File: config.mk
export PLATFORM = sky130hd
export DESIGN_NAME = port_arbiter
export DESIGN_NICKNAME = d
export VERILOG_FILES = /design/src/rtl/rv32i_types.sv /design/src/rtl/req_capture.sv /design/src/rtl/port_arbiter.sv
export SDC_FILE = /design/constraint.sdc
export NUM_CORES = 1
export LEC_CHECK = 0
export CAP_MARGIN = 20
export CORE_UTILIZATION = 30
export CTS_CLUSTER_DIAMETER = 150
export DETAILED_ROUTE_END_ITERATION = 7
export HOLD_SLACK_MARGIN = 0.1
export PLACE_DENSITY = 0.69
export SYNTH_ARGS = -nofsm -noshare
export SYNTH_HDL_FRONTEND = slang
export SYNTH_SLANG_ARGS = --single-unit
File: constraint.sdc
create_clock -name clk -period 1.55 [get_ports clk]
set_clock_uncertainty 0.1 [all_clocks]
set_input_delay 0.465 -clock clk [delete_from_list [all_inputs] [get_ports clk]]
set_output_delay 0.465 -clock clk [all_outputs]
set_load 0.005 [all_outputs]
File: src/rtl/rv32i_types.sv
// Shared types for the memory-port arbiter: FSM state encoding, bus widths,
// the captured-request payload and an address helper.
package rv32i_types;

  localparam int unsigned ADDR_W = 32;
  localparam int unsigned DATA_W = 32;
  localparam int unsigned MASK_W = 4;

  typedef enum logic [2:0] {
    IDLE    = 3'd0,
    SERVE_A = 3'd1,
    SERVE_B = 3'd2,
    RESP_A  = 3'd3,
    RESP_B  = 3'd4
  } arbiter_state_t;

  // Request latched at the grant edge; drives the downstream port.
  typedef struct packed {
    logic [ADDR_W-1:0] addr;
    logic [DATA_W-1:0] wdata;
    logic [MASK_W-1:0] wmask;
    logic              write;
  } req_t;

  // Downstream memory is word addressed: clear the byte offset.
  function automatic logic [ADDR_W-1:0] word_align(input logic [ADDR_W-1:0] a);
    return {a[ADDR_W-1:2], 2'b00};
  endfunction

endpackage

File: src/rtl/req_capture.sv
// Request capture register: holds address/wdata/wmask/op for the granted
// transaction so downstream signals stay stable until the next grant.
// Ports: clk, rst_n (async, active-low), load_i (grant strobe),
//        req_i (request to latch), req_o (latched request).
module req_capture
  import rv32i_types::*;
(
  input  logic clk,
  input  logic rst_n,
  input  logic load_i,
  input  req_t req_i,
  output req_t req_o
);

  req_t req_q;
  req_t req_d;

  // Load on grant, otherwise hold.
  always_comb begin
    req_d = req_q;
    if (load_i) req_d = req_i;
  end

  always_ff @(posedge clk or negedge rst_n) begin
    if (!rst_n) req_q <= '0;
    else        req_q <= req_d;
  end

  assign req_o = req_q;

endmodule

File: src/rtl/port_arbiter.sv
// Two-port arbiter sharing one downstream memory between an instruction
// read port (a) and a data read/write port (b). One transaction at a time.
// Ports: clk, rst_n (async, active-low);
//        port a: read_a, address_a -> rdata_a, resp_a;
//        port b: read_b, write_b, wmask_b, address_b, wdata_b -> rdata_b, resp_b;
//        memory: pmem_read/write/address/wdata/wmask -> pmem_rdata, pmem_resp.
module port_arbiter
  import rv32i_types::*;
#(
  parameter bit B_PRIORITY = 1'b1
) (
  input  logic              clk,
  input  logic              rst_n,
  input  logic              read_a,
  input  logic [ADDR_W-1:0] address_a,
  output logic [DATA_W-1:0] rdata_a,
  output logic              resp_a,
  input  logic              read_b,
  input  logic              write_b,
  input  logic [MASK_W-1:0] wmask_b,
  input  logic [ADDR_W-1:0] address_b,
  input  logic [DATA_W-1:0] wdata_b,
  output logic [DATA_W-1:0] rdata_b,
  output logic              resp_b,
  output logic              pmem_read,
  output logic              pmem_write,
  output logic [ADDR_W-1:0] pmem_address,
  output logic [DATA_W-1:0] pmem_wdata,
  output logic [MASK_W-1:0] pmem_wmask,
  input  logic [DATA_W-1:0] pmem_rdata,
  input  logic              pmem_resp
);

  arbiter_state_t state_q;
  req_t           req_d;
  req_t           req_q;
  logic           req_b_c;
  logic           grant_a_c;
  logic           grant_b_c;

  // Grants only happen in IDLE; read+write on port b counts as one request.
  assign req_b_c   = read_b | write_b;
  assign grant_b_c = (state_q == IDLE) && req_b_c && (B_PRIORITY || !read_a);
  assign grant_a_c = (state_q == IDLE) && read_a && !grant_b_c;

  // Select the payload of the winning port (write wins over read on b).
  always_comb begin
    req_d = '0;
    if (grant_b_c) begin
      req_d.addr  = address_b;
      req_d.wdata = wdata_b;
      req_d.wmask = wmask_b;
      req_d.write = write_b;
    end else begin
      req_d.addr  = address_a;
    end
  end

  req_capture u_req_capture (
    .clk    (clk),
    .rst_n  (rst_n),
    .load_i (grant_a_c | grant_b_c),
    .req_i  (req_d),
    .req_o  (req_q)
  );

  assign pmem_address = word_align(req_q.addr);
  assign pmem_wdata   = req_q.wdata;
  assign pmem_wmask   = req_q.wmask;

  // Arbitration FSM with registered strobes, responses and read data.
  always_ff @(posedge clk or negedge rst_n) begin
    if (!rst_n) begin
      state_q    <= IDLE;
      pmem_read  <= 1'b0;
      pmem_write <= 1'b0;
      resp_a     <= 1'b0;
      resp_b     <= 1'b0;
      rdata_a    <= '0;
      rdata_b    <= '0;
    end else begin
      unique case (state_q)
        IDLE: begin
          if (grant_b_c) begin
            state_q    <= SERVE_B;
            pmem_read  <= !write_b;
            pmem_write <= write_b;
          end else if (grant_a_c) begin
            state_q    <= SERVE_A;
            pmem_read  <= 1'b1;
          end
        end
        SERVE_A: begin
          if (pmem_resp) begin
            state_q   <= RESP_A;
            pmem_read <= 1'b0;
            resp_a    <= 1'b1;
            rdata_a   <= pmem_rdata;
          end
        end
        SERVE_B: begin
          if (pmem_resp) begin
            state_q    <= RESP_B;
            pmem_read  <= 1'b0;
            pmem_write <= 1'b0;
            resp_b     <= 1'b1;
            // A write completion carries no data; keep the last read value.
            if (!req_q.write) rdata_b <= pmem_rdata;
          end
        end
        RESP_A: begin
          state_q <= IDLE;
          resp_a  <= 1'b0;
        end
        RESP_B: begin
          state_q <= IDLE;
          resp_b  <= 1'b0;
        end
        default: begin
          state_q    <= IDLE;
          pmem_read  <= 1'b0;
          pmem_write <= 1'b0;
          resp_a     <= 1'b0;
          resp_b     <= 1'b0;
        end
      endcase
    end
  end

endmodule

==> Word-level counts from Yosys, hierarchy flattened <==
Index checks and enable logic that the tools add are counted.
{ "word_totals": {"regBits": 140, "output_inout_bits": 136, "inputBits": 138} }
{ "op_classes": {"eq_ne": 9, "n_mux": 16, "n_reduce_logical": 18, "n_bitwise": 7} }
{ "ops": {"columns": ["cell", "n"], "rows": [
  ["37-bit two-way mux", 1],
  ["32-bit two-way mux", 1],
  ["3-bit two-way mux", 4],
  ["3-bit AND reduction", 4],
  ["3-bit one-hot mux with 3 select lines", 1],
  ["3-bit OR reduction", 3],
  ["3-bit by 2-bit == test with 1-bit output (second input constant)", 2],
  ["2-bit != test (second input constant)", 3],
  ["1-bit one-hot mux with 3 select lines", 2],
  ["2-bit AND reduction", 3],
  ["1-bit two-way mux", 5],
  ["1-bit inverter", 5],
  ["1-bit one-hot mux with 2 select lines", 2],
  ["2-bit OR reduction", 2],
  ["3-bit by 1-bit == test with 1-bit output (second input constant)", 1],
  ["3-bit == test (second input constant)", 1],
  ["1-bit logical AND", 3],
  ["3-bit logical NOT", 1],
  ["3-bit != test (second input constant)", 1],
  ["1-bit logical NOT", 2],
  ["2-bit by 1-bit != test with 1-bit output (second input constant)", 1],
  ["1-bit bitwise OR", 2]
]} }

==> Longest topological paths before layout <==
{ "depth": {"depth_word": 7, "mapped_depth": 7, "depth_no_buf": 4} }

==> Modules after synthesis <==
Synthesis repeated with hierarchy kept, for this count alone.
{ "unflattened": {"cells_unflattened": 403, "area_unflattened_um2": 6194.7} }
{ "by_module_without_submodules": {"columns": ["mod", "instances", "cells_per_inst", "area_per_inst_um2"], "rows": [
  ["port_arbiter", 1, 257, 3590.9],
  ["req_capture", 1, 146, 2603.7]
]} }

==> Worst setup path after synthesis <==
Ideal clock, no wire load.
{ "synth_path": {"path_kind": "reg2reg", "start": "reg state_q[2]", "end": "reg rdata_a[0]", "required_time_ns": 1.325, "setup_slack_ns": -0.067, "setup_time_ns": 0.125, "path_stages_with_launch": 7, "arrival_time_ns": 1.392, "synth_period_minus_slack_ns": 1.617, "cell_sequence": "dfrtp_1 buf_6 nor2b_2 and3_4 buf_6 buf_6 mux2_4"} }
{ "synth_between": {"elab_chain_len": 2} }
{ "synth_lines": {"columns": ["element", "line", "rtl"], "rows": [
  ["start, declared", "port_arbiter.sv:34", "arbiter_state_t state_q;"],
  ["start signal, assigned", "port_arbiter.sv:74", "state_q <= IDLE;"],
  ["start signal, assigned", "port_arbiter.sv:85", "state_q <= SERVE_B;"],
  ["start signal, assigned", "port_arbiter.sv:89", "state_q <= SERVE_A;"],
  ["3-bit by 1-bit == test with 1-bit output", "port_arbiter.sv:82", "unique case (state_q)"],
  ["2-bit AND reduction (no source line)", null, null],
  ["end signal, assigned", "port_arbiter.sv:98", "rdata_a <= pmem_rdata;"],
  ["end, declared", "port_arbiter.sv:16", "output logic [DATA_W-1:0] rdata_a,"]
]} }
Every way passes these cells.
A chain may end at the register's enable or synchronous reset.

==> Final worst setup path <==
{ "layout_path": {"start": "reg state_q[2]", "end": "reg rdata_a[22]"} }
The elaborated chain is that of the path after synthesis.

==> metrics.txt <==
library cell used as clock root buffer sky130_fd_sc_hd__clkbuf_16; Async SR Flop Fraction 1.00; CP Max Fanout 5; fraction of the core area covered by cells at the end of the flow 0.497; die area 21000 sq um; first drt pass iteration count 5; cells taking the most area after synthesis sky130_fd_sc_hd__dfrtp_1, sky130_fd_sc_hd__buf_4, sky130_fd_sc_hd__mux2_4; run status finished with violations; reg-to-reg slack, setup -0.16 ns; detailed-route via count about 4600; # IOs 274; path type of the worst min-delay path reg -> reg; initial antenna violation count 0; number of warning messages in the yosys log 0; HPWL reported at the end of detailed placement 11100 um; drt wl/cell 16.5 um; initial core utilization 0.310; Routed Antenna Nets 0; Setup TNS -11.81 ns; width of the die 145 um; fraction of post-synthesis cell area in the top cell type by area 0.564; synth-to-layout area growth 60.0%; global routing met1 resource utilization 0.193; Max Slew Vio Count 0; Pleak between 4 and 5 nW; number of synthesized flops with an enable pin 0; minimum clock period after layout 1.71 ns; Residual DRC 0; global-route track usage on met3 0.0625; Min-Delay Endpoint u_req_capture.req_o[40]; critical register-to-register path endpoint rdata_a[22]; number of global-route vias before repair around 4400; total track usage 0.156; unrepaired setup endpoints after global routing true; register bit count reported by yosys 138; distinct cell type count after synthesis 32; later-pin clock latency in the skew report 0.41 ns; pin count of the biggest net entering global routing 55; Peak supply drop 0.776 mV; final hold violations 0; Mapped Area 6120 sq um; clock tree from TritonCTS done; average footprint of a synthesized cell 13.3 sq um; TritonCTS Buffers 17; crit path DAT 1.91 ns; Core ar. 19700 sq um; number of inserted diodes 0; power per cell area between 1500 and 2000 nW/um^2; buffer levels on the longest clock path 2; final setup vio count roughly 130; Final Worst Setup Slack -0.155 ns; Die Y-Extent 145 um; Cells on Worst Hold Path 2; most frequent cells after synthesis sky130_fd_sc_hd__dfrtp_1, sky130_fd_sc_hd__buf_4, sky130_fd_sc_hd__a22o_1; met2 Track Usage GR 0.252; max frequency between 500 and 600 MHz; sort of element at the end of the critical path flop; layout net count 906; most used standard cell by instance count after synthesis sky130_fd_sc_hd__dfrtp_1; standard-cell row count 51; r2r worst-path depth 6; fraction of layout cells with a size suffix above 1 0.457; launch instance of the worst min-delay path u_req_capture.req_o[40]; data required time at the worst endpoint between 1.5 and 2 ns; startpoint class of the critical path flop; max-cap violations 0; instance count of the mapped netlist around 460; Period Utilization, post-route 1.10; clock tree sinks 138; Most Crowded Layer GR met2; detail-routed via count per cell 4.38; Port Buffers approximately 270; cell type contributing the most total cell area after synthesis sky130_fd_sc_hd__dfrtp_1; Seq/Total Area, Yosys 0.564; remaining global-route overflow 0; Reg2Reg Launch Point state_q[2]; commonest register cell after synthesis sky130_fd_sc_hd__dfrtp_1; aggregate routed wire length 17200 um; Filler Cell Count about 1700; Setup Crit Path Kind reg -> reg; violation count after the first detailed-routing iteration 126; GP Congestion 0.742; first-pass GRT wire length approximately 24000 um; htree depth 4; clock transition at the register clock pins on the worst setup and hold paths after CTS 0.07 ns; failing checks negative setup slack
metrics by stage:
step | total power, W | cells | worst slack, ns | cell area (sq um) | hold slack [ns]
5_1_grt | 0.0198 | 1046 | -0.205 | 9800 | 0.407
6_report | 0.0186 | 1046 | -0.155 | 9800 | 0.378
3_5_place_dp | 0.0138 | 933 | -0.595 | 8840 | 0.307
4_1_cts | 0.0181 | 1025 | -0.137 | 9530 | 0.387
3_3_place_gp | 0.0137 | 933 | -0.562 | 8840 | 0.306
2_1_floorplan | 0.0103 | 462 | -0.0395 | 6150 | 0.0694
area by class of cell:
class                      instances  area [sq um]  share of cell area
inverter                           4          15.0             0.00153
clock buffer                      17           425              0.0434
multi-input combinational        226          2100               0.215
sequential                       138          3450               0.353
tap                              265           332              0.0338
clock inverter                    15           170              0.0174
timing repair buffer             381          3300               0.337
layer usage:
layer / up-vias / share of wire
met5: - / 0
met4: 0 / 0.0079
met3: 10 / 0.086
met2: 201 / 0.49
met1: 2209 / 0.42
li1: 2160 / -
what timing repair did:
item,in CTS,in global routing
cloned,7,7
pin swaps,2,1
gates resized for setup,567,17
hold buffers,1,0
endpoints found under the hold margin,29,0
setup buffers,52,17
setup endpoints to repair,202,151
how the worst max path moves through the flow:
stage               start  slack [ns]          end
2_1_floorplan  state_q[2]       -0.04   rdata_a[0]
3_3_place_gp    pmem_resp       -0.56   rdata_b[6]
3_5_place_dp    pmem_resp       -0.59  rdata_b[19]
4_1_cts        state_q[2]       -0.14  rdata_a[23]
5_1_grt        state_q[2]       -0.20  rdata_a[22]
6_report       state_q[2]       -0.16  rdata_a[22]
registers in the layout, summed over array words and instances (netlist names):
register             count
u_req_capture.req_o     67
rdata_b                 32
rdata_a                 32
state_q                  3
pmem_write               1
pmem_read                1
resp_b                   1
resp_a                   1
layout by cell type, fill, tap and decap left out, types with 10 or more instances in the layout:
| cell | count |
|---|---|
| sky130_fd_sc_hd__mux2_4 | 64 |
| sky130_fd_sc_hd__dfrtp_1 | 137 |
| sky130_fd_sc_hd__buf_4 | 78 |
| sky130_fd_sc_hd__clkbuf_16 | 23 |
| sky130_fd_sc_hd__mux2i_1 | 30 |
| sky130_fd_sc_hd__buf_6 | 10 |
| sky130_fd_sc_hd__clkdlybuf4s50_1 | 130 |
| sky130_fd_sc_hd__nand2_1 | 33 |
| sky130_fd_sc_hd__buf_12 | 13 |
| sky130_fd_sc_hd__o21ai_1 | 29 |
| sky130_fd_sc_hd__buf_2 | 132 |
| sky130_fd_sc_hd__a22o_1 | 37 |
critical path, stage by stage (launching register included):
cell                        delay, ns
sky130_fd_sc_hd__dfrtp_2         0.44
sky130_fd_sc_hd__nor2b_4         0.13
sky130_fd_sc_hd__buf_6           0.10
sky130_fd_sc_hd__and3_4          0.22
sky130_fd_sc_hd__buf_12          0.15
sky130_fd_sc_hd__clkbuf_16       0.15
sky130_fd_sc_hd__mux2_4          0.30
logic make-up after synthesis:
family                 count (synthesis)  share of synthesized area
DFF                                  138                      0.564
buffers and inverters                 99                      0.122
muxes                                 94                      0.185
AOI/OAI and AO/OA                     81                     0.0907
and+or+nand+nor                       48                     0.0384
other                                  1                   0.000613
report_power, final:
| part | switching [W] | leakage, nW | internal (W) |
|---|---|---|---|
| Clock | 0.00186 | 0.288 | 0.00217 |
| Sequential | 0.000908 | 1.71 | 0.00529 |
| Combinational | 0.00325 | 2.76 | 0.00514 |
| Total | 0.00602 | 4.76 | 0.0126 |
(Power assumes the default switching activity.)
